===== src/rtl/branch_pkg.sv =====
// Shared definitions for the branch resolve unit: branch mode codes,
// 2-bit predictor counter states and small saturating-update helpers.
package branch_pkg;

    localparam logic [5:0] MODE_BRZ    = 6'b101000;
    localparam logic [5:0] MODE_BNE    = 6'b101001;
    localparam logic [5:0] MODE_BSR2   = 6'b101010;
    localparam logic [5:0] MODE_BSR0   = 6'b101011;
    localparam logic [5:0] MODE_BSR1   = 6'b101100;
    localparam logic [5:0] MODE_BALW   = 6'b101101;
    localparam logic [5:0] MODE_BEQ    = 6'b101110;
    localparam logic [5:0] MODE_BLT    = 6'b101111;

    localparam logic [15:0] CNT_MAX    = 16'hFFFF;

    typedef enum logic [1:0] {
        SNT = 2'b00,
        WNT = 2'b01,
        WT  = 2'b10,
        ST  = 2'b11
    } bht_state_e;

    // All eight codes of the 101xxx group are branches.
    function automatic logic is_branch(input logic [5:0] mode);
        return (mode[5:3] == 3'b101);
    endfunction

    function automatic bht_state_e bht_inc(input bht_state_e s);
        bht_state_e r;
        case (s)
            SNT:     r = WNT;
            WNT:     r = WT;
            WT:      r = ST;
            default: r = ST;
        endcase
        return r;
    endfunction

    function automatic bht_state_e bht_dec(input bht_state_e s);
        bht_state_e r;
        case (s)
            ST:      r = WT;
            WT:      r = WNT;
            WNT:     r = SNT;
            default: r = SNT;
        endcase
        return r;
    endfunction

    function automatic logic [15:0] sat_inc16(input logic [15:0] v);
        return (v == CNT_MAX) ? v : v + 16'd1;
    endfunction

endpackage


===== src/rtl/branch_cond_eval.sv =====
// Combinational branch condition evaluator: decides whether a mode code
// is a branch and, if so, whether it is taken.
module branch_cond_eval
    import branch_pkg::*;
#(
    parameter int DATA_W = 16
) (
    input  logic [DATA_W-1:0] reg1_i,
    input  logic [DATA_W-1:0] reg2_i,
    input  logic [3:0]        sr_i,
    input  logic [5:0]        mode_i,
    output logic              is_branch_o,
    output logic              taken_o
);

    logic unused_sr;
    assign unused_sr = sr_i[3];

    always_comb begin
        is_branch_o = is_branch(mode_i);
        taken_o     = 1'b0;
        case (mode_i)
            MODE_BRZ:  taken_o = (reg1_i == '0);
            MODE_BNE:  taken_o = (reg1_i != reg2_i);
            MODE_BSR2: taken_o = sr_i[2];
            MODE_BSR0: taken_o = sr_i[0];
            MODE_BSR1: taken_o = sr_i[1];
            MODE_BALW: taken_o = 1'b1;
            MODE_BEQ:  taken_o = (reg1_i == reg2_i);
            MODE_BLT:  taken_o = ($signed(reg1_i) < $signed(reg2_i));
            default:   taken_o = 1'b0;
        endcase
    end

endmodule


===== src/rtl/branch_resolve_unit.sv =====
// Branch resolve stage: evaluates the branch condition, registers the
// resolved result, trains a 2-bit BHT and keeps branch statistics.
module branch_resolve_unit
    import branch_pkg::*;
#(
    parameter int DATA_W    = 16,
    parameter int PC_W      = 16,
    parameter int BHT_DEPTH = 16
) (
    input  logic              i_clk,
    input  logic              i_rst_n,
    input  logic              i_valid,
    input  logic              i_stall,
    input  logic              i_kill,
    input  logic [PC_W-1:0]   i_pc,
    input  logic [PC_W-1:0]   i_target,
    input  logic              i_pred_taken,
    input  logic [DATA_W-1:0] i_reg1,
    input  logic [DATA_W-1:0] i_reg2,
    input  logic [3:0]        i_SR,
    input  logic [5:0]        i_ALUmode,
    input  logic [PC_W-1:0]   i_lookup_pc,
    output logic              o_lookup_taken,
    output logic              o_valid,
    output logic              o_taken,
    output logic              o_mispredict,
    output logic [PC_W-1:0]   o_redirect_pc,
    output logic [15:0]       o_branch_cnt,
    output logic [15:0]       o_mispred_cnt
);

    localparam int IDX_W = $clog2(BHT_DEPTH);

    logic             isBranch;
    logic             condTaken;
    logic             accept;
    logic             mispredict;
    logic [IDX_W-1:0] pcIdx;
    logic [IDX_W-1:0] lookupIdx;
    logic [PC_W-1:0]  redirect_d;
    bht_state_e       bhtEntry_d;

    bht_state_e       bht_q [BHT_DEPTH];
    logic             valid_q;
    logic             taken_q;
    logic             mispredict_q;
    logic [PC_W-1:0]  redirect_q;
    logic [15:0]      branchCnt_q;
    logic [15:0]      mispredCnt_q;

    logic unused_lookup;
    assign unused_lookup = ^i_lookup_pc[PC_W-1:IDX_W];

    branch_cond_eval #(
        .DATA_W (DATA_W)
    ) u_cond_eval (
        .reg1_i      (i_reg1),
        .reg2_i      (i_reg2),
        .sr_i        (i_SR),
        .mode_i      (i_ALUmode),
        .is_branch_o (isBranch),
        .taken_o     (condTaken)
    );

    // Kill dominates stall, stall dominates valid.
    assign accept     = i_valid & ~i_kill & ~i_stall & isBranch;
    assign mispredict = condTaken ^ i_pred_taken;
    assign pcIdx      = i_pc[IDX_W-1:0];
    assign lookupIdx  = i_lookup_pc[IDX_W-1:0];

    always_comb begin
        redirect_d = condTaken ? i_target : i_pc + PC_W'(1);
        bhtEntry_d = condTaken ? bht_inc(bht_q[pcIdx]) : bht_dec(bht_q[pcIdx]);
    end

    // Lookup reads the registered table, so a same-cycle update is not visible yet.
    assign o_lookup_taken = bht_q[lookupIdx][1];

    always_ff @(posedge i_clk or negedge i_rst_n) begin
        if (!i_rst_n) begin
            for (int i = 0; i < BHT_DEPTH; i++) begin
                bht_q[i] <= WNT;
            end
        end else if (accept) begin
            bht_q[pcIdx] <= bhtEntry_d;
        end
    end

    always_ff @(posedge i_clk or negedge i_rst_n) begin
        if (!i_rst_n) begin
            valid_q      <= 1'b0;
            taken_q      <= 1'b0;
            mispredict_q <= 1'b0;
            redirect_q   <= '0;
        end else begin
            valid_q <= accept;
            if (accept) begin
                taken_q      <= condTaken;
                mispredict_q <= mispredict;
                redirect_q   <= redirect_d;
            end
        end
    end

    always_ff @(posedge i_clk or negedge i_rst_n) begin
        if (!i_rst_n) begin
            branchCnt_q  <= '0;
            mispredCnt_q <= '0;
        end else if (accept) begin
            branchCnt_q <= sat_inc16(branchCnt_q);
            if (mispredict) begin
                mispredCnt_q <= sat_inc16(mispredCnt_q);
            end
        end
    end

    assign o_valid       = valid_q;
    assign o_taken       = taken_q;
    assign o_mispredict  = mispredict_q;
    assign o_redirect_pc = redirect_q;
    assign o_branch_cnt  = branchCnt_q;
    assign o_mispred_cnt = mispredCnt_q;

endmodule


===== config.mk =====
export PLATFORM = sky130hd
export DESIGN_NAME = branch_resolve_unit
export DESIGN_NICKNAME = d
export VERILOG_FILES = /design/src/rtl/branch_pkg.sv /design/src/rtl/branch_cond_eval.sv /design/src/rtl/branch_resolve_unit.sv
export SDC_FILE = /design/constraint.sdc
export NUM_CORES = 1
export LEC_CHECK = 0
export ABC_AREA = 1
export BUFFER_PORTS_ARGS = -buffer_cell sky130_fd_sc_hd__clkbuf_2
export CAP_MARGIN = 20
export CORE_MARGIN = 1.5
export CORE_UTILIZATION = 50
export CTS_CLUSTER_DIAMETER = 200
export DETAILED_ROUTE_END_ITERATION = 8
export GPL_ROUTABILITY_DRIVEN = 0
export PLACE_DENSITY = 0.8
export SETUP_SLACK_MARGIN = 0.05
export SYNTH_ARGS = -nofsm -noshare
export SYNTH_HDL_FRONTEND = slang
export SYNTH_HIERARCHICAL = 1
export SYNTH_SLANG_ARGS = --single-unit

===== constraint.sdc =====
create_clock -name i_clk -period 3.6 [get_ports i_clk]
set_input_delay 0.72 -clock i_clk [delete_from_list [all_inputs] [get_ports i_clk]]
set_output_delay 0.72 -clock i_clk [all_outputs]
set_load 0.005 [all_outputs]

==> metrics.txt <==
core area=between 10000 and 15000 µm²; clk slew on worst S/H paths=0.09 ns; CP bufs+invs=5; fin. max-slew vios=0; Max IR drop VDD=0.249 mV; Final Non-Filler Cells=roughly 1000; Synth Area per Inst=7.13 µm²; Vias per Instance=5.03; Clock Sinks=83; Post-CTS Hold Buffers=0; first-pass GRT wire length=22200 µm; starting density of the core=51.3%; die area=11200 µm²; ys async rst share=100%; max incr delay on CP=0.35 ns; startpoint types=primary input; Slew @ Worst Pin=0.487 ns; CP Class=in2reg; Post-synth top cells=nand2_1 (221), nor2_1 (94), inv_1 (92), dfrtp_1 (67), nand3_1 (54); Post-Synth Simple-Gate Area=32.3%; post-synthesis sequential area ratio=39.8%; largest family of logic cells by synthesized area=simple AND/OR/NAND/NOR gates; num ports=between 100 and 150; final WL=~13000 µm; Skew-Pair Late Insertion Delay=0.36 ns; number of synthesized flops with an enable pin=0; via count=5108; Crit Path Max Fanout=19; die height=roughly 110 µm; first drt pass iteration count=5; Synth Area in Adders=5.46%; post-synth top area share=31.8%; CTS max path bufs=2; FF+latch count, synth=83; clock skew=0.0144 ns; largest net degree at the start of global routing=33; initial DRC count=about 230; # rows=37; ant diodes=0; PostCTS Resize Cnt=0; Post-CTS Repair Setup Buffers=0; mux cell area share after synthesis=0%; initial antenna violation count=0; Post-DRT Antenna Nets=0; Final Hold Viols=0; Synth Area in XOR/XNOR=5.98%; Rel. slew slack=67.6%; post-synthesis compound-gate area fraction=7.48%; GRT Residual Overflow=0; max_cap viols=0; CTS buffer count=9; # nets final=between 900 and 1000; Port Buffer Count=134; pwr dens=331 nW/µm²; element type at the critical path end=flop; detailed placer's ending HPWL=9730 µm; Layout area overhead=18.5%; Peak Freq=0.355 GHz; most frequent cell after synthesis=nand2_1; WL per Instance=between 10 and 15 µm; Fill cells=979; final period utilization=78.2%; most used cell, CP=nand2_1; Placed Cells=1000; Setup TNS=0 ns; crit path time final=2.82 ns; share of cells above drive strength 1=between 20% and 30%; maximum level of the CTS H-tree=3; Max stage delay cell, worst path=nand2_2; Ys Warns=6; DIE WIDTH=roughly 110 µm; Final Instance Area=6240 µm²; RSZ-0062 raised after global routing=false; Netlist Area Pre-Place=5270 µm²; Clock Root Buffer=clkbuf_8; Netlist cell types=37; vias in the first global route=4959; post-synthesis cell count=739; P_leak=3.44 nW; Synth Net Count=858; CP top delay family=simple AND/OR/NAND/NOR gates; synth top area cells=dfrtp_1 (32%), nand2_1 (16%), dfstp_2 (8.0%); Hold Crit Class=in2async; TritonCTS clock tree=done; post-synth top area cell=dfrtp_1; Post-synth top flop=dfrtp_1; CP Cell Sequence=clkbuf_2, inv_1, ha_1, nand2_2, nor2_2, nand2_1, clkinv_2, nand4_1, a21oi_1, nor2_1, nand2_1, buf_4, clkinv_1, nand2_2, nand2_2, nand2_4, nand2_1, nand2_1; GRT Total Usage=24.4%; Setup Viol. Count Final=0; DP Area=6060 µm²; outcome=finished clean; crit path DAT=3.12 ns; Req. time, crit path=3.90 ns; DRC violations left=0
cell usage in the layout (no fill, tap or decap), types with 11 or more instances in the layout:
| master | synthesis | final |
|---|---|---|
| xnor2_1 | 15 | 15 |
| inv_1 | 92 | 92 |
| nor2_1 | 94 | 94 |
| nand3_1 | 54 | 54 |
| a21oi_1 | 33 | 33 |
| nand4_1 | 12 | 12 |
| nor3_1 | 14 | 14 |
| dfrtp_1 | 67 | 67 |
| nand2_1 | 221 | 221 |
| clkbuf_2 | 0 | 133 |
| o21ai_1 | 11 | 11 |
| xor2_1 | 21 | 21 |
| ha_1 | 23 | 23 |
| o21ai_0 | 21 | 21 |
| dfstp_2 | 16 | 16 |
path summary, 6_finish.rpt:
| check | slack [ns] | startpoint | depth (start not counted) | end |
|---|---|---|---|---|
| setup / recovery | 0.78 | i_reg2[15] | 18 | bht_q[24] |
| hold / removal | 0.26 | i_rst_n | 1 | o_redirect_pc[12] |
| setup reg to reg | 1.70 | o_mispred_cnt[0] | 9 | o_mispred_cnt[13] |
| hold reg to reg | 0.47 | bht_q[6] | 2 | bht_q[6] |
| max in group asynchronous | 2.54 | i_rst_n | 2 | bht_q[6] |
| min in group i_clk | 0.47 | bht_q[6] | 2 | bht_q[6] |
cells by family after synthesis:
logic type / count (synthesis)
compound gates: 74
xor+xnor: 36
fa+ha+maj: 23
buf+inv: 113
flops: 83
simple gates: 410
final cells by class:
type | count | area (µm²) | area share (%)
clock buffer | 10 | 138 | 2.20
clock inverter | 6 | 50.0 | 0.801
inverter | 98 | 372 | 5.95
multi-input combinational | 543 | 2700 | 43.2
sequential | 83 | 2100 | 33.6
tap | 136 | 170 | 2.72
timing repair buffer | 140 | 718 | 11.5
registers in the layout, summed over array words and instances, names as in the netlist:
register	cells
bht_q	32
o_mispredict	1
o_taken	1
o_redirect_pc	16
o_valid	1
o_mispred_cnt	16
o_branch_cnt	16
routing by layer:
metal  wire length, µm  share of wire (%)  GRT usage [%]
met1              5840                 45           30.9
met2              6160                 48           42.1
met3               693                5.4           3.96
met4               252                1.9           8.59
met5                 0                  0              0
worst reg2reg max path, cell delays in order, from the launching register on:
cell and delay (ns):
dfrtp_1 0.42, ha_1 0.19, nand3_1 0.11, nor2_2 0.21
nand3_1 0.11, nand2_1 0.23, inv_2 0.14, nand2_1 0.15
nor2_1 0.07, xor2_1 0.15
metrics by stage:
stage	utilization [%]	setup WS [ns]	hold slack, ns	power, W
global placement	58.9	0.498	0.456	0.00143
CTS	60.8	0.791	0.265	0.00209
floorplan	-	0.955	0.424	0.00126
global route	60.8	0.511	0.269	0.00218
detailed placement	58.9	0.410	0.461	0.00144
finish	60.8	0.783	0.255	0.00207
report_power, final:
| group | switching, W | internal (W) |
|---|---|---|
| clock | 0.000370 | 0.000277 |
| combinational | 0.000222 | 0.000159 |
| sequential | 0.0000447 | 0.000996 |
| total | 0.000636 | 0.00143 |
(Power assumes the default switching activity.)
